===== src/rtl/stack_pkg.sv =====
// Shared definitions for the parametrised LIFO stack: command encoding and
// modulo-DEPTH pointer helpers.
package stack_pkg;

    localparam int unsigned CMD_W = 2;

    typedef enum logic [CMD_W-1:0] {
        CMD_NOP  = 2'b00,
        CMD_PUSH = 2'b01,
        CMD_POP  = 2'b10,
        CMD_GET  = 2'b11
    } cmd_e;

    // Next slot above top, wrapping DEPTH-1 -> 0.
    function automatic int unsigned ptr_inc(input int unsigned top, input int unsigned depth);
        return (top == depth - 1) ? 0 : top + 1;
    endfunction

    // Slot below top, wrapping 0 -> DEPTH-1.
    function automatic int unsigned ptr_dec(input int unsigned top, input int unsigned depth);
        return (top == 0) ? depth - 1 : top - 1;
    endfunction

    // Slot n entries below top; n < depth, so one conditional add replaces the modulo.
    function automatic int unsigned ptr_sub(input int unsigned top, input int unsigned n,
                                            input int unsigned depth);
        return (top >= n) ? top - n : top + depth - n;
    endfunction

endpackage


===== src/rtl/stack_ptr.sv =====
// Top-of-stack pointer and occupancy counter with registered flags.
// inc while full advances the pointer but saturates the count (wrap mode).
module stack_ptr
    import stack_pkg::*;
#(
    parameter int unsigned DEPTH = 5,
    localparam int unsigned IW = $clog2(DEPTH),
    localparam int unsigned CW = $clog2(DEPTH + 1)
) (
    input  logic          clk,
    input  logic          reset,
    input  logic          inc,
    input  logic          dec,
    output logic [IW-1:0] top,
    output logic [CW-1:0] count,
    output logic          full,
    output logic          empty
);

    logic [IW-1:0] top_nxt;
    logic [CW-1:0] count_nxt;

    // Next pointer and count from the inc/dec/hold control.
    always_comb begin
        top_nxt   = top;
        count_nxt = count;
        if (inc) begin
            top_nxt = IW'(ptr_inc(32'(top), DEPTH));
            if (count != CW'(DEPTH)) begin
                count_nxt = count + CW'(1);
            end
        end else if (dec) begin
            top_nxt   = IW'(ptr_dec(32'(top), DEPTH));
            count_nxt = count - CW'(1);
        end
    end

    // Pointer, count and flag registers; first push after reset lands in slot 0.
    always_ff @(posedge clk) begin
        if (reset) begin
            top   <= IW'(DEPTH - 1);
            count <= '0;
            full  <= 1'b0;
            empty <= 1'b1;
        end else begin
            top   <= top_nxt;
            count <= count_nxt;
            full  <= (count_nxt == CW'(DEPTH));
            empty <= (count_nxt == '0);
        end
    end

endmodule


===== src/rtl/stack_param.sv =====
// Parametrised command-driven LIFO stack with registered read data, valid and
// error strobes, occupancy flags and selectable overflow policy.
module stack_param
    import stack_pkg::*;
#(
    parameter int unsigned WIDTH = 4,
    parameter int unsigned DEPTH = 5,
    parameter bit          WRAP  = 1'b1,
    localparam int unsigned IW = $clog2(DEPTH),
    localparam int unsigned CW = $clog2(DEPTH + 1)
) (
    input  logic             CLK,
    input  logic             RESET,
    input  logic [1:0]       COMMAND,
    input  logic [IW-1:0]    INDEX,
    input  logic [WIDTH-1:0] DATA_IN,
    output logic [WIDTH-1:0] DATA_OUT,
    output logic             VALID_OUT,
    output logic             ERROR,
    output logic [CW-1:0]    COUNT,
    output logic             EMPTY,
    output logic             FULL
);

    logic [WIDTH-1:0] mem [DEPTH];
    logic [IW-1:0]    top;
    logic [IW-1:0]    push_addr;
    logic [IW-1:0]    rd_addr;
    logic             do_push;
    logic             do_pop;
    logic             do_read;
    logic             reject;

    stack_ptr #(
        .DEPTH (DEPTH)
    ) u_ptr (
        .clk   (CLK),
        .reset (RESET),
        .inc   (do_push),
        .dec   (do_pop),
        .top   (top),
        .count (COUNT),
        .full  (FULL),
        .empty (EMPTY)
    );

    assign push_addr = IW'(ptr_inc(32'(top), DEPTH));

    // Command decode: qualify each command against occupancy and select read slot.
    always_comb begin
        do_push = 1'b0;
        do_pop  = 1'b0;
        do_read = 1'b0;
        reject  = 1'b0;
        rd_addr = top;
        case (cmd_e'(COMMAND))
            CMD_PUSH: begin
                if (!FULL || WRAP) do_push = 1'b1;
                else               reject  = 1'b1;
            end
            CMD_POP: begin
                if (!EMPTY) begin
                    do_pop  = 1'b1;
                    do_read = 1'b1;
                end else begin
                    reject = 1'b1;
                end
            end
            CMD_GET: begin
                if (CW'(INDEX) < COUNT) begin
                    do_read = 1'b1;
                    rd_addr = IW'(ptr_sub(32'(top), 32'(INDEX), DEPTH));
                end else begin
                    reject = 1'b1;
                end
            end
            default: ;
        endcase
    end

    // Storage writes and registered read data / strobes.
    always_ff @(posedge CLK) begin
        if (RESET) begin
            for (int i = 0; i < int'(DEPTH); i++) begin
                mem[i] <= '0;
            end
            DATA_OUT  <= '0;
            VALID_OUT <= 1'b0;
            ERROR     <= 1'b0;
        end else begin
            if (do_push) mem[push_addr] <= DATA_IN;
            if (do_read) DATA_OUT <= mem[rd_addr];
            VALID_OUT <= do_read;
            ERROR     <= reject;
        end
    end

endmodule


===== config.mk =====
export PLATFORM = sky130hd
export DESIGN_NAME = stack_param
export DESIGN_NICKNAME = d
export VERILOG_FILES = /design/src/rtl/stack_pkg.sv /design/src/rtl/stack_ptr.sv /design/src/rtl/stack_param.sv
export SDC_FILE = /design/constraint.sdc
export NUM_CORES = 1
export LEC_CHECK = 0
export ABC_AREA = 0
export ABC_CLOCK_PERIOD_IN_PS = 2680
export CORE_MARGIN = 2
export CORE_UTILIZATION = 57
export DETAILED_ROUTE_END_ITERATION = 12
export DONT_BUFFER_PORTS = 1
export GPL_TIMING_DRIVEN = 0
export PLACE_DENSITY = 0.79
export SYNTH_ARGS = -nofsm -noshare
export SYNTH_HDL_FRONTEND = slang
export SYNTH_HIERARCHICAL = 1
export SYNTH_SLANG_ARGS = --single-unit
export TNS_END_PERCENT = 100

===== constraint.sdc =====
create_clock -name CLK -period 2.68 [get_ports CLK]
set_input_delay 0.536 -clock CLK [delete_from_list [all_inputs] [get_ports CLK]]
set_output_delay 0.536 -clock CLK [all_outputs]
set_load 0.05 [all_outputs]

==> flow_summary.json <==
{
  "first_iter_violations": 203,
  "clock_path_buffers": 2,
  "drc_errors": 0,
  "setup_tns_ns": 0,
  "fin_skew_ns": 0.00826,
  "diodes": 0,
  "power.leakage_uw": 0.00117,
  "synth_area_per_cell_um2": 10.8,
  "core_um2": 4660,
  "cp_num_buf_inv": 3,
  "worstPathCellList": "inv_2 -> ha_1 -> nand2_2 -> o2111a_4 -> buf_4 -> o311ai_4 -> and2_4 -> buf_12 -> mux2i_1 -> a211o_1 -> a311oi_1",
  "n_fill_cell": 376,
  "synthArstFlopShare": 0,
  "rows": 25,
  "layout-drive-gt1-share": 0.199,
  "critical-path-max-stage-delay_ns": 0.48,
  "multi_input_area_um2": 1350,
  "rsz0062_at_grt": "false",
  "cpMaxStageDelayCell": "dfxtp_4",
  "grtUsageTotal": 0.213,
  "wl_per_cell_um": 16.2,
  "cap_violations": 0,
  "die_area_um2": 5310,
  "min_path_type": "in -> reg",
  "slew_violations": 0,
  "worstSetupPathType": "reg -> reg",
  "synth-edff-count": 32,
  "synth_area_um2": 2700,
  "io_pins": 22,
  "globalplace.congestion": 0.736,
  "ant_nets": 0,
  "slew_headroom": 0.559,
  "first_global_vias": 1798,
  "syn-num-nets": 278,
  "num_vias": 1869,
  "gr-max-usage-layer": "met2",
  "htreeDepth": 2,
  "cp_max_fo": 10,
  "cts-root-buf": "clkbuf_8",
  "critical-path-top-delay-family": "compound AO/OA/AOI/OAI gates",
  "routed_wl_um": 5200,
  "grt.overflow.total": 0,
  "cp-start-kind": "register",
  "synth-main-ff-cell": "edfxtp_1",
  "grt_pass1_wl_um": 8600,
  "grt_util_met1": 0.275,
  "critical_path_arrival_ns": 2.79,
  "cts_buffers": 5,
  "layout_min_cycle_time_ns": 2.58,
  "met3_usage": 0.0456,
  "irDropWorstVdd_uv": 341,
  "area_delta_synth_final_pct": 12.3,
  "tightest_slew_ns": 0.659,
  "die_x_um": 72.9,
  "post-route-period-util": 0.961,
  "antenna_found_initial": 0,
  "drtPass1Iterations": 4,
  "hold_violations": 0,
  "synth.distinct_cells": 53,
  "whs_ns": 0.329,
  "syn_inst": 250,
  "end_kind": "register",
  "clk_pin_slew_ns": 0.09,
  "setup_viol": 0,
  "grt_start_max_net_pins": 16,
  "clk_latency_ns": 0.30,
  "register_area_um2": 1260,
  "final_common_cell": "edfxtp_1",
  "power-per-cell-area_nw_per_um2": 615,
  "ys_seq_elements": 46,
  "vias_per_cell": 5.82,
  "use_met2": 0.352,
  "die_h_um": 72.9,
  "cts_tree": "built",
  "ctsHoldBuffers": 0,
  "clock-sinks": 46,
  "fmaxAchievable_mhz": 388,
  "ys_warn_count": 6,
  "status": "completed",
  "fin_nets": 294,
  "layout_common_cells": "edfxtp_1 (32), inv_1 (21), nor2_1 (21)",
  "dp_hpwl_um": 3780,
  "cp.required_ns": 2.90,
  "yosysSeqAreaShare": 0.459,
  "start_util": 0.580,
  "numPortBuffers": 0
}
## worst paths after layout
| kind | slack [ns] | startpoint | cells after the start | endpoint |
|---|---|---|---|---|
| max | 0.10 | u_ptr/count[1]$_SDFF_PP0_ | 11 | DATA_OUT[3]$_SDFFE_PP0P_ |
| min | 0.33 | RESET | 1 | ERROR$_SDFF_PP0_ |
| max reg2reg | 0.10 | u_ptr/count[1]$_SDFF_PP0_ | 11 | DATA_OUT[3]$_SDFFE_PP0P_ |
| min reg2reg | 0.68 | u_ptr/top[2]$_SDFFE_PP1P_ | 2 | u_ptr/top[0]$_SDFFE_PP0P_ |
## registers in the layout, indices dropped and copies added (netlist names)
name,cells
DATA_OUT,4
u_ptr/full,1
ERROR,1
mem,32
u_ptr/top,3
VALID_OUT,1
u_ptr/count,3
u_ptr/empty,1
## layer usage
metal	share of wire	vias to the layer above	wire length (um)
met5	0	-	0
met4	0.018	0	95
met3	0.032	8	165
met2	0.49	34	2570
met1	0.46	873	2370
li1	-	954	-
## timing repair
action	4_1_cts	5_1_grt
gates cloned	0	0
gates resized for setup	12	9
endpoints found under the setup margin	4	4
buffers inserted	2	8
pin swaps	6	7
## where the power goes
group | internal (uW) | switching (uW)
Clock | 242 | 231
Sequential | 802 | 91.9
Combinational | 225 | 275
Total | 1270 | 598
## area by class of cell
type | count | area share
buffer | 9 | 0.0289
clock buffer | 6 | 0.0309
clock inverter | 2 | 0.00453
inverter | 23 | 0.0293
multi-input combinational | 171 | 0.445
sequential | 46 | 0.415
tap | 54 | 0.0223
timing repair buffer | 10 | 0.0247
## metrics by stage
stage	std cells	utilization	total power, uW	instance area, um2	worst slack [ns]
after floorplan	250	-	1260	2710	0.00551
after global placement	304	0.595	1340	2770	-0.419
after detailed placement	304	0.595	1360	2770	-0.426
after CTS	314	0.632	1840	2950	0.00612
after global routing	321	0.651	1970	3040	0.000997
final	321	0.651	1870	3040	0.105
## synthesized netlist by cell type, types with 5 or more instances
| library cell | instances | area [um2] |
|---|---|---|
| a211oi_1 | 7 | 52.6 |
| a21oi_1 | 6 | 30.0 |
| dfxtp_1 | 14 | 280 |
| edfxtp_1 | 32 | 961 |
| ha_1 | 16 | 200 |
| inv_1 | 23 | 86.3 |
| mux2_2 | 5 | 56.3 |
| mux2i_1 | 10 | 100 |
| nand2_1 | 12 | 45.0 |
| nand2b_1 | 5 | 31.3 |
| nand3_1 | 5 | 25.0 |
| nor2_1 | 21 | 78.8 |
| nor2b_1 | 5 | 31.3 |
| nor3_1 | 16 | 80.1 |
| o211ai_1 | 9 | 67.6 |
## cell families after synthesis
logic type | share of synthesized area
muxes | 0.0579
buffers and inverters | 0.0685
adders and majority gates | 0.0815
xor gates and xnor gates | 0.00648
AOI/OAI and AO/OA | 0.176
DFF | 0.459
and+or+nand+nor | 0.150
(Power assumes the default switching activity.)
